File: config.mk
export PLATFORM = sky130hd
export DESIGN_NAME = alu_ctrl_issue_flat
export DESIGN_NICKNAME = d
export VERILOG_FILES = /design/src/rtl/alu_ctrl_issue_if.sv /design/src/rtl/alu_ctrl_issue.sv /design/src/flat_wrapper.sv
export SDC_FILE = /design/constraint.sdc
export NUM_CORES = 1
export LEC_CHECK = 0
export ABC_AREA = 0
export CAP_MARGIN = 0
export CORE_ASPECT_RATIO = 1.1
export CORE_MARGIN = 2
export CORE_UTILIZATION = 39
export DETAILED_ROUTE_END_ITERATION = 10
export PLACE_DENSITY = 0.92
export SYNTH_ARGS = -nofsm -noshare
export SYNTH_HDL_FRONTEND = slang
export SYNTH_SLANG_ARGS = --single-unit
File: constraint.sdc
create_clock -name clk -period 2.9 [get_ports clk]
set_clock_uncertainty 0.1 [all_clocks]
set_input_delay 0.58 -clock clk [delete_from_list [all_inputs] [get_ports clk]]
set_output_delay 0.58 -clock clk [all_outputs]
set_load 0.1 [all_outputs]
File: src/rtl/alu_ctrl_issue_if.sv
// ============================================================================
// Module   : alu_ctrl_issue_if
// Brief    : Decode-to-EX issue bus carrying instruction, pc and ALU controls.
// Revision : 1.0 - initial release
// ============================================================================
`default_nettype none

interface alu_ctrl_issue_if #(
    parameter int PC_W = 32
);
    logic            flush;
    logic            in_valid;
    logic            in_ready;
    logic [31:0]     instr;
    logic [PC_W-1:0] pc_in;
    logic            out_valid;
    logic            out_ready;
    logic            ALUASrc;
    logic [1:0]      ALUBSrc;
    logic [3:0]      ALUCtl;
    logic            is_branch;
    logic [2:0]      br_funct3;
    logic [PC_W-1:0] pc_out;
    logic            illegal;

    modport master (
        output flush, in_valid, instr, pc_in, out_ready,
        input  in_ready, out_valid, ALUASrc, ALUBSrc, ALUCtl,
               is_branch, br_funct3, pc_out, illegal
    );

    modport slave (
        input  flush, in_valid, instr, pc_in, out_ready,
        output in_ready, out_valid, ALUASrc, ALUBSrc, ALUCtl,
               is_branch, br_funct3, pc_out, illegal
    );
endinterface

`default_nettype wire

File: src/rtl/alu_ctrl_issue.sv
// ============================================================================
// Module   : alu_ctrl_issue
// Brief    : RV32I decode to ALU controls, registered into the ID/EX slot.
//            Optional legality checking via ALU_CTRL_ILLEGAL_CHECK_EN.
// Revision : 1.0 - initial release
// ============================================================================
`default_nettype none

module alu_ctrl_issue #(
    parameter int PC_W = 32
) (
    input  wire logic         clk,
    input  wire logic         rst,
    alu_ctrl_issue_if.slave   bus
);
    localparam logic [3:0] c_add  = 4'b0000;
    localparam logic [3:0] c_sub  = 4'b1000;
    localparam logic [3:0] c_sll  = 4'b0001;
    localparam logic [3:0] c_slt  = 4'b0010;
    localparam logic [3:0] c_sltu = 4'b1010;
    localparam logic [3:0] c_xor  = 4'b0100;
    localparam logic [3:0] c_srl  = 4'b0101;
    localparam logic [3:0] c_sra  = 4'b1101;
    localparam logic [3:0] c_or   = 4'b0110;
    localparam logic [3:0] c_and  = 4'b0111;
    localparam logic [3:0] c_limm = 4'b0011;

    localparam logic [6:0] c_op_reg = 7'b0110011;
    localparam logic [6:0] c_op_imm = 7'b0010011;
    localparam logic [6:0] c_load   = 7'b0000011;
    localparam logic [6:0] c_store  = 7'b0100011;
    localparam logic [6:0] c_lui    = 7'b0110111;
    localparam logic [6:0] c_auipc  = 7'b0010111;
    localparam logic [6:0] c_jal    = 7'b1101111;
    localparam logic [6:0] c_jalr   = 7'b1100111;
    localparam logic [6:0] c_branch = 7'b1100011;

    localparam logic [1:0] c_b_rs2  = 2'b00;
    localparam logic [1:0] c_b_imm  = 2'b01;
    localparam logic [1:0] c_b_four = 2'b10;

    // alt is funct7[5] / instr[30]; OP-IMM never turns ADD into SUB.
    function automatic logic [3:0] alu_op(input logic [2:0] f3, input logic alt,
                                          input logic allow_sub);
        logic [3:0] r;
        case (f3)
            3'b000:  r = (alt && allow_sub) ? c_sub : c_add;
            3'b001:  r = c_sll;
            3'b010:  r = c_slt;
            3'b011:  r = c_sltu;
            3'b100:  r = c_xor;
            3'b101:  r = alt ? c_sra : c_srl;
            3'b110:  r = c_or;
            default: r = c_and;
        endcase
        return r;
    endfunction

    logic [6:0] w_opcode;
    logic [2:0] w_f3;
    logic [3:0] w_ctl;
    logic       w_asrc;
    logic [1:0] w_bsrc;
    logic       w_br;
    logic [2:0] w_brf3;
    logic       w_accept;

    assign w_opcode = bus.instr[6:0];
    assign w_f3     = bus.instr[14:12];
    assign w_accept = bus.in_valid && bus.in_ready && !bus.flush;

    always_comb begin
        w_ctl  = c_add;
        w_asrc = 1'b0;
        w_bsrc = c_b_rs2;
        w_br   = 1'b0;
        w_brf3 = 3'b000;
        case (w_opcode)
            c_op_reg: w_ctl = alu_op(w_f3, bus.instr[30], 1'b1);
            c_op_imm: begin
                w_ctl  = alu_op(w_f3, bus.instr[30], 1'b0);
                w_bsrc = c_b_imm;
            end
            c_load, c_store: w_bsrc = c_b_imm;
            c_lui: begin
                w_ctl  = c_limm;
                w_bsrc = c_b_imm;
            end
            c_auipc: begin
                w_asrc = 1'b1;
                w_bsrc = c_b_imm;
            end
            c_jal, c_jalr: begin
                w_asrc = 1'b1;
                w_bsrc = c_b_four;
            end
            c_branch: begin
                w_br   = 1'b1;
                w_brf3 = w_f3;
                case (w_f3[2:1])
                    2'b00:   w_ctl = c_sub;
                    2'b10:   w_ctl = c_slt;
                    2'b11:   w_ctl = c_sltu;
                    default: w_ctl = c_add;
                endcase
            end
            default: ;
        endcase
    end

    logic            r_out_valid;
    logic            r_asrc;
    logic [1:0]      r_bsrc;
    logic [3:0]      r_ctl;
    logic            r_br;
    logic [2:0]      r_brf3;
    logic [PC_W-1:0] r_pc;

`ifdef ALU_CTRL_ILLEGAL_CHECK_EN
    logic [6:0] w_f7;
    logic       w_known;
    logic       w_ill;
    logic       r_illegal;

    assign w_f7 = bus.instr[31:25];

    always_comb begin
        w_known = 1'b0;
        case (w_opcode)
            c_op_reg, c_op_imm, c_load, c_store, c_lui, c_auipc,
            c_jal, c_jalr, c_branch, 7'b0001111, 7'b1110011: w_known = 1'b1;
            default: w_known = 1'b0;
        endcase
        w_ill = !w_known || (bus.instr[1:0] != 2'b11);
        if (w_opcode == c_op_reg) begin
            if ((w_f7 != 7'b0000000) && (w_f7 != 7'b0100000))
                w_ill = 1'b1;
            if ((w_f7 == 7'b0100000) && (w_f3 != 3'b000) && (w_f3 != 3'b101))
                w_ill = 1'b1;
        end
        if (w_opcode == c_op_imm) begin
            if ((w_f3 == 3'b001) && (w_f7 != 7'b0000000))
                w_ill = 1'b1;
            if ((w_f3 == 3'b101) && (w_f7 != 7'b0000000) && (w_f7 != 7'b0100000))
                w_ill = 1'b1;
        end
        if ((w_opcode == c_branch) && (w_f3[2:1] == 2'b01))
            w_ill = 1'b1;
    end

    always_ff @(posedge clk or posedge rst) begin
        if (rst)
            r_illegal <= 1'b0;
        else if (w_accept)
            r_illegal <= w_ill;
    end

    assign bus.illegal = r_illegal;
`else
    assign bus.illegal = 1'b0;
`endif

    // Flush beats everything; a stall (valid, not ready) simply holds all state.
    always_ff @(posedge clk or posedge rst) begin
        if (rst) begin
            r_out_valid <= 1'b0;
            r_asrc      <= 1'b0;
            r_bsrc      <= 2'b00;
            r_ctl       <= 4'b0000;
            r_br        <= 1'b0;
            r_brf3      <= 3'b000;
            r_pc        <= '0;
        end else if (bus.flush) begin
            r_out_valid <= 1'b0;
        end else if (w_accept) begin
            r_out_valid <= 1'b1;
            r_pc        <= bus.pc_in;
`ifdef ALU_CTRL_ILLEGAL_CHECK_EN
            r_asrc      <= w_ill ? 1'b0    : w_asrc;
            r_bsrc      <= w_ill ? c_b_rs2 : w_bsrc;
            r_ctl       <= w_ill ? c_add   : w_ctl;
            r_br        <= w_ill ? 1'b0    : w_br;
            r_brf3      <= w_ill ? 3'b000  : w_brf3;
`else
            r_asrc      <= w_asrc;
            r_bsrc      <= w_bsrc;
            r_ctl       <= w_ctl;
            r_br        <= w_br;
            r_brf3      <= w_brf3;
`endif
        end else if (bus.in_ready) begin
            r_out_valid <= 1'b0;
        end
    end

    assign bus.in_ready  = !r_out_valid || bus.out_ready;
    assign bus.out_valid = r_out_valid;
    assign bus.ALUASrc   = r_asrc;
    assign bus.ALUBSrc   = r_bsrc;
    assign bus.ALUCtl    = r_ctl;
    assign bus.is_branch = r_br;
    assign bus.br_funct3 = r_brf3;
    assign bus.pc_out    = r_pc;

endmodule

`default_nettype wire

File: src/flat_wrapper.sv
// flat-port wrapper written by rule: the top's interface ports become plain ports
module alu_ctrl_issue_flat 
#(
    parameter int PC_W = 32
)
  (clk, rst, bus_flush, bus_in_valid, bus_instr, bus_pc_in, bus_out_ready, bus_in_ready, bus_out_valid, bus_ALUASrc, bus_ALUBSrc, bus_ALUCtl, bus_is_branch, bus_br_funct3, bus_pc_out, bus_illegal);
  alu_ctrl_issue_if #(.PC_W(PC_W)) bus_i ();
  input  wire logic clk;
  input  wire logic rst;
  input wire logic [$bits(bus_i.flush)-1:0] bus_flush;
  input wire logic [$bits(bus_i.in_valid)-1:0] bus_in_valid;
  input wire logic [$bits(bus_i.instr)-1:0] bus_instr;
  input wire logic [$bits(bus_i.pc_in)-1:0] bus_pc_in;
  input wire logic [$bits(bus_i.out_ready)-1:0] bus_out_ready;
  output wire logic [$bits(bus_i.in_ready)-1:0] bus_in_ready;
  output wire logic [$bits(bus_i.out_valid)-1:0] bus_out_valid;
  output wire logic [$bits(bus_i.ALUASrc)-1:0] bus_ALUASrc;
  output wire logic [$bits(bus_i.ALUBSrc)-1:0] bus_ALUBSrc;
  output wire logic [$bits(bus_i.ALUCtl)-1:0] bus_ALUCtl;
  output wire logic [$bits(bus_i.is_branch)-1:0] bus_is_branch;
  output wire logic [$bits(bus_i.br_funct3)-1:0] bus_br_funct3;
  output wire logic [$bits(bus_i.pc_out)-1:0] bus_pc_out;
  output wire logic [$bits(bus_i.illegal)-1:0] bus_illegal;
  assign bus_i.flush = bus_flush;
  assign bus_i.in_valid = bus_in_valid;
  assign bus_i.instr = bus_instr;
  assign bus_i.pc_in = bus_pc_in;
  assign bus_i.out_ready = bus_out_ready;
  assign bus_in_ready = bus_i.in_ready;
  assign bus_out_valid = bus_i.out_valid;
  assign bus_ALUASrc = bus_i.ALUASrc;
  assign bus_ALUBSrc = bus_i.ALUBSrc;
  assign bus_ALUCtl = bus_i.ALUCtl;
  assign bus_is_branch = bus_i.is_branch;
  assign bus_br_funct3 = bus_i.br_funct3;
  assign bus_pc_out = bus_i.pc_out;
  assign bus_illegal = bus_i.illegal;
  alu_ctrl_issue #(.PC_W(PC_W)) u_core (.clk(clk), .rst(rst), .bus(bus_i));
endmodule
==> impl_metrics.py, run 1 <==
metrics = {
    "floorplan": {
        "placementRows": 26,
        "io_pins": 115,
        "die_height_um": 76.13,
        "dieWidth_um": 69.57,
        "core_area_um2": 4587,
        "floorplan.initialDensity_pct": 40.21,
        "design.die.area_um2": 5296,
    },
    "logic_synthesis": {
        "yosys.area_share.simple_pct": 28.15,
        "synth_cell_types": 29,
        "largest_family_of_logic_cells_by_synthesized_area": "simple AND/OR/NAND/NOR gates",
        "synthDominantAreaCellType": "sky130_fd_sc_hd__dfrtp_1",
        "synth_compound_gate_area_share_pct": 7.666,
        "yosys_register_bits": 44,
        "cell_with_the_most_instances_after_synthesis": "sky130_fd_sc_hd__nand2_1",
        "synth.net_count": 271,
        "synthAdderAreaFrac_pct": 1.357,
        "synth_seq_area_share_pct": 59.70,
        "cell_count_after_synthesis": 200,
        "synthArstFlopShare_pct": 100.0,
        "netlist_top_cells_area": "sky130_fd_sc_hd__dfrtp_1, sky130_fd_sc_hd__nand2_1, sky130_fd_sc_hd__a22o_1",
        "synthMuxAreaShare_pct": 0,
        "post_synth_most_frequent_cells": "sky130_fd_sc_hd__nand2_1, sky130_fd_sc_hd__dfrtp_1, sky130_fd_sc_hd__nor2_1",
        "synth-main-ff-cell": "sky130_fd_sc_hd__dfrtp_1",
        "synth.cell_area_um2": 1844,
        "netlist.area_leader.share_pct": 59.70,
        "synth_enable_flop_cells": 0,
        "ys.warnings.count": 0,
        "synth_xor_area_share_pct": 0,
        "synthesis.area_per_instance_um2": 9.221,
    },
    "pwr": {
        "vdd_drop_max_mv": 0.2215,
        "power.density_cell_area_nw_per_um2": 693.7,
        "total_leakage_power_nw": 1.458,
    },
    "critical_path": {
        "reg2reg_to": "u_core.bus.br_funct3[1]",
        "worst_setup_sp_type": "primary input",
        "critical_path.reg2reg.startpoint": "u_core.bus.out_valid",
        "endpoint_kind": "output port",
        "setup.reg_to_reg.worst_slack_ps": 1250,
        "worst_path_required_time_ps": 2220,
        "cp_data_arrival_time_ps": 1500,
        "critical_path.max_fanout": 3,
        "criticalPathCategory": "primary input to output port",
        "r2r_cells": 5,
    },
    "sta": {
        "setup_total_neg_slack_ps": 0,
        "worst_slew_pin_slew_ps": 884.4,
        "rsz_0062_raised_after_global_routing": "no",
        "report.final.hold_viol_count": 0,
        "achievable-frequency_mhz": 459.2,
        "finalSetupViolCount": 0,
        "period_share_pct": 75.09,
        "final-max-slew-violation-count": 0,
        "timing.final.crit_period_ps": 2178,
        "slew_headroom_pct": 40.95,
    },
    "detailed_routing": {
        "first_iter_violations": 100,
        "route.detailed.drc": 0,
        "firstDrtPassIters": 4,
        "drt_wl_total_um": 4530,
        "routedWlPerCell_um": 12.87,
        "route.vias.total": 1671,
        "drtAntennaViolNets": 0,
        "via_per_inst": 4.747,
    },
    "global_route": {
        "antenna_violations_before_repair": 0,
        "globalRoute.totalOverflow": 0,
        "grt_usage_pct": 17.70,
        "grt_start_max_net_pins": 45,
        "grt_first_pass_wirelength_um": 7686,
        "vias_in_the_first_global_route": 1750,
    },
    "finish": {
        "fill_cells": 401,
        "layout.nets": 366,
        "post_synthesis_to_final_layout_area_growth_pct": 52.37,
        "post_route_cells_drive_above_1_share_pct": 20.95,
        "finish.utilization_pct": 61.27,
        "n_antenna_cell": 0,
    },
    "clocking": {
        "cts_made_buffers": 5,
        "cts_hold_buf": 0,
        "root_buffer": "sky130_fd_sc_hd__clkbuf_8",
        "clkLatencyLatePin_ps": 280,
        "postCtsSetupBuffers": 0,
        "path_clk_slew_ps": 80,
        "post_cts_resized": 0,
        "clockBufferDepth": 2,
        "cts_tree": "built",
        "number_of_clock_sinks": 44,
        "htree_num_levels": 2,
    },
    "hold_path": {
        "worstHoldPathCells": 2,
        "hold_path_end": "u_core.bus.pc_out[24]",
        "hold_class": "register to register",
        "startpoint_of_the_lowest_slack_hold_path": "u_core.bus.pc_out[24]",
    },
    "status": {
        "outcome": "complete, no violations",
    },
    "run": {
        "drv_cap": 0,
    },
    "place": {
        "hpwl_after_detailed_placement_um": 3415,
        "gpl.final_weighted_congestion": 0.8412,
        "port_buffers": 92,
    },
}
-- power by group --
group / internal, mW / switching (mW) / leakage (nW)
Clock: 0.168 / 0.195 / 0.0479
Combinational: 0.191 / 0.672 / 0.852
Sequential: 0.684 / 0.0389 / 0.558
-- cells by family after synthesis --
kind of cell,after synthesis
flops,44
simple gates,123
fa+ha+maj,2
buf+inv,11
other cells,1
compound gates,19
-- how the worst max path moves through the flow --
stage | start | to | slack (ps) | cells after the start
floorplan | u_core.bus.out_valid | u_core.bus.br_funct3[0] | 330 | 5
global placement | bus_out_ready | u_core.bus.br_funct3[2] | 650 | 6
detailed placement | bus_out_ready | u_core.bus.br_funct3[2] | 600 | 6
CTS | bus_out_ready | bus_in_ready | 720 | 4
global route | bus_out_ready | bus_in_ready | 680 | 4
finish | bus_out_ready | bus_in_ready | 720 | 4
-- cell usage in the layout, fill, tap and decap left out, types with 2 or more instances in the layout --
cell type	netlist	layout
sky130_fd_sc_hd__a21oi_1	3	3
sky130_fd_sc_hd__a22o_1	4	4
sky130_fd_sc_hd__o211ai_1	2	2
sky130_fd_sc_hd__nand3_1	2	2
sky130_fd_sc_hd__nor2_1	8	8
sky130_fd_sc_hd__clkbuf_8	0	5
sky130_fd_sc_hd__o31ai_1	2	2
sky130_fd_sc_hd__buf_4	1	48
sky130_fd_sc_hd__inv_1	3	2
sky130_fd_sc_hd__ha_1	2	2
sky130_fd_sc_hd__nand2_1	105	105
sky130_fd_sc_hd__clkdlybuf4s50_1	0	47
sky130_fd_sc_hd__dfrtp_1	44	44
sky130_fd_sc_hd__clkinv_2	0	2
-- per-stage QoR --
stage / area, um^2 / instances / setup slack [ps] / hold slack [ps] / power [mW]
3_5_place_dp: 2723 / 344 / 601.9 / 364.4 / 1.604
6_report: 2810 / 352 / 722.4 / 379.6 / 1.949
3_3_place_gp: 2723 / 344 / 653.9 / 359.8 / 1.590
2_1_floorplan: 1844 / 200 / 331.4 / 546.4 / 1.371
4_1_cts: 2810 / 352 / 718.0 / 384.3 / 1.976
5_1_grt: 2810 / 352 / 682.3 / 406.3 / 2.043
-- registers in the layout, summed over array words and instances, names as in the netlist --
name	cells
u_core.bus.pc_out	32
u_core.bus.ALUCtl	4
u_core.bus.br_funct3	3
u_core.bus.out_valid	1
u_core.bus.ALUBSrc	2
u_core.bus.ALUASrc	1
u_core.bus.is_branch	1
-- metal layers --
metal	global-route usage (%)	vias up	part of all wire (%)
met3	3.571	4	5.0
met1	20.10	783	41
met5	0	-	0
li1	-	828	-
met4	5.882	0	1.1
met2	32.79	56	53
-- worst max-delay path, stage by stage --
cell and delay, ps:
sky130_fd_sc_hd__clkdlybuf4s50_1 450, sky130_fd_sc_hd__nor2b_4 170, sky130_fd_sc_hd__inv_1 110, sky130_fd_sc_hd__buf_12 180
-- cell type report --
class,instances,area (um^2),area share (%)
well taps,56,70.07,2.493
flip-flops and latches,44,1101,39.18
inverters,3,11.26,0.4007
repair buffers,96,850.8,30.28
clock inverters,3,18.77,0.6679
clock buffers,5,68.82,2.449
multi-input cells,145,689.4,24.53
No activity file was read; power rests on OpenSTA's default activity.
==> run 2, diff against run 1 <==
Settings changed: CORE_UTILIZATION 39 to 37, PLACE_DENSITY 0.92 to 0.89.
Clock period 2.9 ns to 2.19 ns, I/O delays scaled along.
==> run 2 against run 1 <==
Against the previous run: sequential share of layout area down 0.44 points; hold slack got worse by 9.2 ps; first-iteration DRC count shrank 30%; routed wire length increased by 1.4%; critical endpoint unchanged; highest routed layer unchanged.
==> impl_metrics.py, run 2 (synthesized netlist as in run 1, its figures left out) <==
metrics = {
    "place": {
        "port_buffers": 92,
        "gpl.final_weighted_congestion": 0.7714,
        "post_dp_cell_area_um2": 2774,
        "hpwl_after_detailed_placement_um": 3514,
    },
    "finish": {
        "n_antenna_cell": 0,
        "multi_input_area_um2": 698.2,
        "post_synthesis_to_final_layout_area_growth_pct": 54.61,
        "post_route_cells_drive_above_1_share_pct": 21.81,
        "stdcell_area_um2": 2851,
        "number_of_flip_flops_under_the_largest_register_name": 32,
        "mostFrequentLayoutCells": "sky130_fd_sc_hd__nand2_1, sky130_fd_sc_hd__buf_4, sky130_fd_sc_hd__clkdlybuf4s50_1",
        "layout.cells.most_common": "sky130_fd_sc_hd__nand2_1",
        "area.sequential_um2": 1105,
        "layout.nets": 369,
        "fill_cells": 420,
    },
    "run": {
        "drv_cap": 0,
    },
    "floorplan": {
        "dieWidth_um": 71.32,
        "io_pins": 115,
        "design.die.area_um2": 5566,
        "placementRows": 26,
        "die_height_um": 78.05,
        "core_area_um2": 4717,
        "floorplan.initialDensity_pct": 39.10,
    },
    "critical_path": {
        "worst_setup_sp_type": "primary input",
        "critical_path.slowest_cell": "sky130_fd_sc_hd__clkdlybuf4s50_1",
        "startpoint": "bus_out_ready",
        "worst_path_largest_cell_delay_ps": 440,
        "r2r_cells": 6,
        "worstPathCellList": "clkdlybuf4s50_1 > nor2b_4 > clkinvlp_4 > buf_12",
        "criticalPathCategory": "primary input to output port",
        "critical_path.max_fanout": 3,
        "critical_path.reg2reg.startpoint": "u_core.bus.out_valid",
        "cp_data_arrival_time_ps": 1430,
        "worst_path_required_time_ps": 1650,
        "endpoint_kind": "output port",
    },
    "clocking": {
        "postCtsSetupBuffers": 0,
        "htree_num_levels": 2,
        "cts_tree": "built",
        "number_of_clock_sinks": 44,
        "clkLatencyLatePin_ps": 280,
        "cts_hold_buf": 0,
        "post_cts_resized": 0,
        "clockBufferDepth": 2,
        "root_buffer": "sky130_fd_sc_hd__clkbuf_8",
        "cts_made_buffers": 5,
        "path_clk_slew_ps": 70,
    },
    "global_route": {
        "globalRoute.totalOverflow": 0,
        "grt_usage_pct": 17.62,
        "grt_first_pass_wirelength_um": 7831,
        "antenna_violations_before_repair": 0,
        "vias_in_the_first_global_route": 1697,
        "grt_start_max_net_pins": 27,
    },
    "sta": {
        "rsz_0062_raised_after_global_routing": "no",
        "finalSetupViolCount": 0,
        "report.final.hold_viol_count": 0,
        "setup_total_neg_slack_ps": 0,
        "achievable-frequency_mhz": 509.1,
        "period_share_pct": 89.69,
        "timing.final.crit_period_ps": 1964,
        "final-max-slew-violation-count": 0,
    },
    "pwr": {
        "vdd_drop_max_mv": 0.3429,
        "seq_power_share_pct": 37.1,
        "comb_power_share_pct": 44.7,
        "switching_share_pct": 46.33,
        "total_leakage_power_nw": 1.475,
        "power.density_cell_area_nw_per_um2": 905.0,
        "total_net_switching_power_mw": 1.196,
        "pwr-share-clk_pct": 18.2,
        "intPower_mw": 1.385,
    },
    "hold_path": {
        "hold_class": "primary input to async pin",
    },
    "detailed_routing": {
        "route.detailed.drc": 0,
        "first_iter_violations": 70,
        "firstDrtPassIters": 4,
        "drt_wl_total_um": 4595,
        "via_per_inst": 4.768,
        "routedWlPerCell_um": 12.98,
        "route.vias.total": 1688,
        "drtAntennaViolNets": 0,
    },
    "status": {
        "outcome": "complete, no violations",
    },
}
## run 2: worst paths after layout
| path | endpoint | slack (ps) |
|---|---|---|
| setup / recovery | bus_in_ready | 230 |
| hold / removal | u_core.bus.pc_out[30] | 370 |
| setup reg to reg | u_core.bus.ALUBSrc[0] | 630 |
| hold reg to reg | u_core.bus.pc_out[14] | 380 |
| max in group asynchronous | u_core.bus.out_valid | 1130 |
| min in group clk | u_core.bus.pc_out[14] | 380 |
## run 2: layer usage
layer / part of all wire (%) / GRT usage [%]
met1: 43 / 22.87
met5: 0 / 0
met2: 50 / 29.54
met4: 0.30 / 4.151
met3: 6.8 / 4.493
## run 2: power by group through the flow
stage,combinational [mW],sequential (mW),clock [mW]
2_1_floorplan,0.150,1.67,0
3_3_place_gp,1.15,0.969,0
3_5_place_dp,1.16,0.973,0
4_1_cts,1.16,0.958,0.491
5_1_grt,1.20,0.970,0.527
6_report,1.15,0.957,0.471
## run 2: layout make-up
type	instances	share of cell area (%)
Tap cell	56	2.457
Multi-Input combinational cell	145	24.48
Timing Repair Buffer	99	31.07
Clock buffer	6	2.545
Inverter	3	0.5265
Clock inverter	1	0.1755
Sequential cell	44	38.75
## run 2: through the flow
| stage | hold slack [ps] | total power, mW | utilization [%] | cells | setup WS, ps |
|---|---|---|---|---|---|
| after global routing | 407.6 | 2.699 | 60.45 | 354 | 195.3 |
| after floorplan | 400.7 | 1.818 | - | 200 | 28.59 |
| after detailed placement | 363.1 | 2.134 | 58.81 | 347 | 153.2 |
| after CTS | 376.8 | 2.611 | 60.45 | 354 | 220.3 |
| after global placement | 359.9 | 2.117 | 58.81 | 347 | 174.0 |
| final | 370.4 | 2.581 | 60.45 | 354 | 225.9 |
## run 2: critical path, delay by kind of cell
kind	cells	cell delay, ps
AND/OR/NAND/NOR	1	190
buffers and inverters	3	790
